File: src/rtl/npu_fifo.sv
// rtl/npu_fifo.sv - parameterised valid/accept FIFO with optional bypass and pass-through
//
// Ports:
//   clk          rising-edge clock
//   rst_a        asynchronous active-high reset; clears count, pointers and storage
//   valid_write  producer offers data_write
//   accept_write FIFO takes data_write this cycle
//   data_write   write data (DWIDTH bits)
//   valid_read   data_read holds a valid entry
//   accept_read  consumer takes data_read this cycle
//   data_read    head entry, or data_write while empty when FRCVAL=0
//
// Parameters:
//   SIZE   number of entries (1..64, any value, not only powers of 2)
//   DWIDTH data width
//   FRCVAL 1 = valid_read depends only on stored state (no write-to-read bypass)
//   FRCACC 1 = accept_write depends only on stored state (no read-to-write pass-through)
module npu_fifo #(
  parameter int SIZE   = 2,
  parameter int DWIDTH = 32,
  parameter bit FRCVAL = 1'b0,
  parameter bit FRCACC = 1'b0
) (
  input  logic              clk,
  input  logic              rst_a,
  input  logic              valid_write,
  output logic              accept_write,
  input  logic [DWIDTH-1:0] data_write,
  output logic              valid_read,
  input  logic              accept_read,
  output logic [DWIDTH-1:0] data_read
);

  localparam int PW = (SIZE > 1) ? $clog2(SIZE) : 1;
  localparam int CW = $clog2(SIZE + 1);
  localparam logic [PW-1:0] LAST_PTR = PW'(SIZE - 1);
  localparam logic [CW-1:0] FULL_CNT = CW'(SIZE);

  logic [DWIDTH-1:0] mem [SIZE];
  logic [PW-1:0]     wr_ptr;
  logic [PW-1:0]     rd_ptr;
  logic [CW-1:0]     count;

  logic full;
  logic empty;
  logic push;
  logic pop;
  logic bypass;

  // Pointers wrap explicitly at SIZE-1 so non-power-of-2 depths work.
  function automatic logic [PW-1:0] inc_ptr(input logic [PW-1:0] p);
    return (p == LAST_PTR) ? '0 : p + PW'(1);
  endfunction

  always_comb begin
    full  = (count == FULL_CNT);
    empty = (count == '0);

    accept_write = FRCACC ? !full : (!full || accept_read);
    valid_read   = FRCVAL ? !empty : (!empty || valid_write);

    // While empty with bypass enabled the head is the incoming word.
    if (empty && !FRCVAL) begin
      data_read = data_write;
    end else begin
      data_read = mem[rd_ptr];
    end

    push = valid_write && accept_write;
    pop  = valid_read && accept_read;

    // Word flows straight through an empty FIFO; storage is never touched.
    bypass = !FRCVAL && empty && push && pop;
  end

  always_ff @(posedge clk or posedge rst_a) begin
    if (rst_a) begin
      count  <= '0;
      wr_ptr <= '0;
      rd_ptr <= '0;
      for (int i = 0; i < SIZE; i++) begin
        mem[i] <= '0;
      end
    end else begin
      if (push && !bypass) begin
        mem[wr_ptr] <= data_write;
        wr_ptr      <= inc_ptr(wr_ptr);
      end
      if (pop && !bypass) begin
        rd_ptr <= inc_ptr(rd_ptr);
      end
      // Simultaneous push and pop (including full pass-through) keeps count.
      if (push && !pop) begin
        count <= count + CW'(1);
      end else if (pop && !push) begin
        count <= count - CW'(1);
      end
    end
  end

endmodule

File: config.mk
export PLATFORM = sky130hd
export DESIGN_NAME = npu_fifo
export DESIGN_NICKNAME = d
export VERILOG_FILES = /design/src/rtl/npu_fifo.sv
export SDC_FILE = /design/constraint.sdc
export NUM_CORES = 1
export LEC_CHECK = 0
export BUFFER_PORTS_ARGS = -buffer_cell sky130_fd_sc_hd__buf_2
export CAP_MARGIN = 20
export CORE_AREA = 10 10 93 115
export DETAILED_ROUTE_END_ITERATION = 7
export DIE_AREA = 0 0 103 125
export GPL_TIMING_DRIVEN = 1
export PLACE_DENSITY_LB_ADDON = 0.3
export SKIP_LAST_GASP = 1
export SYNTH_ARGS = -nofsm -noshare
export SYNTH_HDL_FRONTEND = slang
export SYNTH_SLANG_ARGS = --single-unit
File: constraint.sdc
create_clock -name clk -period 5.21 [get_ports clk]
set_clock_uncertainty 0.1 [all_clocks]
set_input_delay 0.7815 -clock clk [delete_from_list [all_inputs] [get_ports clk]]
set_output_delay 0.7815 -clock clk [all_outputs]
set_load 0.02 [all_outputs]
# After elaboration in Yosys (flattened, before gate mapping)
# Index checks and enable logic that the tools add are counted.
op_classes:
  bitwise_logic: 2
  addsub: 4
  muxes: 11
  n_reduce_logical: 18
  n_eq_ne: 1
  order_cmp: 3
op_table:
  columns: ["op", "count"]
  rows:
  - ["two-way mux 32 bit", 5]
  - ["bitwise mux 64 bit", 1]
  - ["demux 32 bit (select 1 bit)", 1]
  - ["logical AND 1 bit", 9]
  - ["logical NOT 1 bit", 5]
  - ["greater-or-equal comparator 2 bit, second input constant", 2]
  - ["two-way mux 2 bit", 2]
  - ["inverter 1 -> 2 bit", 2]
  - ["adder 1 bit, second input constant", 2]
  - ["adder 2 x 1 -> 2 bit, second input constant", 1]
  - ["equality test 2 bit, second input constant", 1]
  - ["logical NOT 2 bit", 1]
  - ["logical OR 1 bit", 2]
  - ["less-than comparator 2 x 1 -> 1 bit, second input constant", 1]
  - ["two-way mux 1 bit", 2]
  - ["nonzero test 2 bit", 1]
  - ["subtractor 2 x 1 -> 2 bit, second input constant", 1]
totals:
  word_cells: 44
  register_bits: 68
  in_bits: 36
  output_inout_bits: 34

# Depth between registers and ports, before layout
logic_depth:
  depth_word: 8
  mapped_depth: 8
  ltp_nobuf: 7

# Worst setup path before layout
# OpenSTA, ideal clock, no wires.
synth_path:
  path_type: "flip-flop to output port"
  from: "register count[0]"
  to: "output data_read[10]"
  arrival_time_ns: 1.525
  n_path_buf: 3
  stages_incl_launch_ff: 6
  path_slack_ns: 2.803
  path_cell_list: "dfrtp_1 > buf_2 > or2_2 > buf_2 > buf_1 > a21oi_1"
synth_between:
  elab_chain_len: 2
synth_lines:
  columns: ["item", "line_no", "source"]
  rows:
  - ["from (decl)", "42", "logic [CW-1:0] count;"]
  - ["from (signal assigned)", "94", "count <= count + CW'(1);"]
  - ["from (signal assigned)", "96", "count <= count - CW'(1);"]
  - ["logical NOT 2 bit", "57", "empty = (count == '0);"]
  - ["two-way mux 32 bit", "63", "if (empty && !FRCVAL) begin"]
  - ["to (decl)", "31", "output logic [DWIDTH-1:0] data_read"]
# Every way passes these cells.

# Worst setup path in the final report
layout_path:
  from: "register rd_ptr"
  to: "output data_read[31]"
layout_between:
  elab_chain_len: 5
layout_lines:
  columns: ["item", "line_no", "source"]
  rows:
  - ["from (decl)", "41", "logic [PW-1:0] rd_ptr;"]
  - ["from (signal assigned)", "90", "rd_ptr <= inc_ptr(rd_ptr);"]
  - ["inverter 1 -> 2 bit (implied by the code)", "66", "data_read = mem[rd_ptr];"]
  - ["two-way mux 32 bit (implied by the code) (3 in a row)", "66", null]
  - ["two-way mux 32 bit", "63", null]
# Every way passes these cells. The select of a mux whose other input is x is not followed.

==> metrics.csv <==
stage,metric,value,unit
synthesis,synthesized cell area,3304,µm²
critical_path,"Max FO, Critical Path",33,
timing,RSZ-0062 raised after global routing,no,
clocking,CTS buffer count,9,
critical_path,r2r worst-path depth,4,
place,RD Place Congestion,0.6972,
synthesis,sequential area share after synthesis,0.5150,
floorplan,die height,125,µm
timing,Final TNS setup,0,ns
timing,crit share post-route,0.5497,
global_route,largest net degree at the start of global routing,66,
floorplan,Core Area,8558,µm²
synthesis,Synth Area in Simple Gates,0.04960,
place,port bufs,69,
layout,Seq. cell area,1703,µm²
layout,fin nets,369,
synthesis,mean post-synth cell area,12.42,µm²
synthesis,Synthesized Nets,303,
synthesis,compound-cell area share of the yosys netlist,0.06134,
timing,Least-Margin Pin Slew,1.039,ns
critical_path,"Arr. time, crit path",1.98,ns
synthesis,number of flops mapped to enable cells by yosys,0,
clocking,Root Buffer,clkbuf_8,
detailed_routing,wire length per cell,15.23,µm
synthesis,Mapped Cells,266,
global_route,global-route usage over all layers,0.1080,
critical_path,Crit path required time,4.33,ns
clocking,buffer count from post-CTS setup fixing,0,
timing,Slew Limit Fails,0,
timing,Final setup viols,0,
power_and_ir_drop,leak pwr,1.853,nW
detailed_routing,1st-iter DRT viols,76,
place,Cell Count Post-Placement,420,
clocking,post-CTS resize count,0,
synthesis,Yosys top cell by area,dfrtp_1,
hold_path,HP Class,primary input to async pin,
synthesis,Yosys top cell area share,0.5150,
place,dpl ws,2.355,ns
synthesis,predominant post-synthesis flop cell,dfrtp_1,
synthesis,proportion of synthesized area in mux cells,0.3150,
synthesis,Synth cell types,23,
global_route,initial antenna violation count,0,
critical_path,flop2flop setup slack,3.07,ns
synthesis,register bit total from synthesis,68,
critical_path,CP endpoint kind,output port,
floorplan,Row Count,38,
clocking,clk slew on worst S/H paths,0.07,ns
timing,Final Worst Setup Slack,2.346,ns
status,status,"finished, final reports clean",
critical_path,crit path launch type,register,
layout,Non-Filler Instances,437,
timing,Hold Fails Final Rpt,0,
detailed_routing,Remaining DRCs,0,
timing,slew margin rel.,0.3075,
layout,fraction of final layout cells with drive strength greater than 1,0.4570,
critical_path,CP Class,register to output port,
layout,area of the multi-input gates,1480,µm²
power_and_ir_drop,Max VDD drop,0.3467,mV
global_route,vias in the first global route,2241,
timing,Max Freq,349.2,MHz
synthesis,main combinational cell family by area after synthesis,multiplexers,
critical_path,crit path from,rd_ptr$_DFFE_PP0P_,
detailed_routing,1st-pass router iterations,4,
power_and_ir_drop,Power Density,753.9,nW/µm²
run,max cap viols,0,
synthesis,ys async rst share,1.000,
place,dpl hpwl,4635,µm
global_route,GRT Residual Overflow,0,
synthesis,Ys Warns,0,
critical_path,r2r startpoint,count[1]$_DFFE_PP0P_,
layout,"most common cell after layout, fill and taps aside",buf_2,
critical_path,crit path to,data_read[31],
clocking,TritonCTS clock tree,yes,
layout,most frequent cells in the layout,"buf_2, dfrtp_1, mux2_2",
synthesis,Synth Area in XOR/XNOR,0.01817,
layout,antenna diode count,0,
place,placed cell area,3700,µm²
global_route,first-pass GRT wire length,10920,µm
synthesis,post-synthesis adder-cell area fraction,0.003786,
floorplan,Initial Util,0.3861,
floorplan,Ports,70,
synthesis,Area contributors post-synth,"dfrtp_1, mux2_2, mux2i_1",
detailed_routing,via count,2151,
clocking,Post-CTS Hold Fix Bufs,0,
floorplan,Die W,103,µm
clocking,Sink Count,68,
layout,Fillers,813,
clocking,CTS max path bufs,2,
clocking,CTS H-tree depth,3,
detailed_routing,Via density,4.922,
detailed_routing,"antenna viol nets, final",0,
clocking,Worst-Skew Late Latency,0.33,ns
layout,Area growth syn-to-layout,19.84,%
timing,Period minus WS final,2.864,ns
floorplan,total die area,12880,µm²
layout,fin area,3960,µm²
detailed_routing,DRT Wirelength,6654,µm
critical_path,worst r2r dst,mem[25]$_DFFE_PP0P_,
==> metal layers <==
| layer | GRT usage | share of wire | up-vias |
|---|---|---|---|
| met1 | 0.1227 | 0.42 | 1043 |
| met3 | 0.04187 | 0.047 | 8 |
| met5 | 0 | 0 | - |
| met4 | 0.04430 | 0.016 | 0 |
| met2 | 0.1757 | 0.51 | 38 |
| li1 | - | - | 1062 |
==> registers in the layout, summed over array words and instances, names as in the netlist <==
name	flops
wr_ptr	1
rd_ptr	1
mem	64
count	2
==> critical path, stage by stage (launching register included) <==
cell     delay (ns)
dfrtp_2        1.05
mux2i_1        0.32
a21oi_1        0.09
buf_2          0.18
==> metrics by stage <==
step | util | power [W] | hold WS, ns
CTS | 0.4604 | 0.003020 | 0.4011
floorplan | - | 0.002100 | 0.3635
finish | 0.4627 | 0.002985 | 0.3956
global route | 0.4627 | 0.003202 | 0.4110
global placement | 0.4291 | 0.002457 | 0.3740
detailed placement | 0.4323 | 0.002501 | 0.3831
==> cell families (layout without fill, tap and decap cells) <==
family                     Yosys count  in the layout
and+or+nand+nor                     41             41
xor gates and xnor gates             6              6
DFF                                 68             68
AOI/OAI and AO/OA                   35             35
muxes                               96             96
buffers and inverters               19             90
adders and majority gates            1              1
==> power by group <==
group	total [W]	leakage (nW)	switching (W)	internal (W)
registers	0.00101	0.798	0.000209	0.000802
logic	0.00146	0.934	0.000773	0.000690
clock network	0.000512	0.120	0.000193	0.000319
total	0.00299	1.85	0.00118	0.00181
==> cells in the mapped netlist (2+ instances only) <==
library cell,n
mux2i_1,32
a21oi_1,32
dfrtp_1,68
xnor2_1,3
xor2_1,2
nor2_1,34
buf_6,6
mux2_2,60
buf_2,5
buf_1,5
clkbuf_1,2
nand2_1,3
mux2_1,4
==> cell type report <==
type,count,area share
Clock buffer,10,0.03223
Clock inverter,6,0.02844
Tap cell,100,0.03160
Inverter,1,0.0009479
Timing Repair Buffer,73,0.1030
Multi-Input combinational cell,179,0.3738
Sequential cell,68,0.4300
==> how the worst min path moves through the flow <==
stage                               end  cells past startpoint  slack (ns)
detailed placement  mem[55]$_DFFE_PP0P_                      1        0.38
finish              mem[60]$_DFFE_PP0P_                      2        0.40
global placement    mem[55]$_DFFE_PP0P_                      1        0.37
floorplan           mem[55]$_DFFE_PP0P_                      1        0.36
CTS                 mem[56]$_DFFE_PP0P_                      2        0.40
global route        mem[55]$_DFFE_PP0P_                      2        0.41
Power figures use the tool's default switching activity.
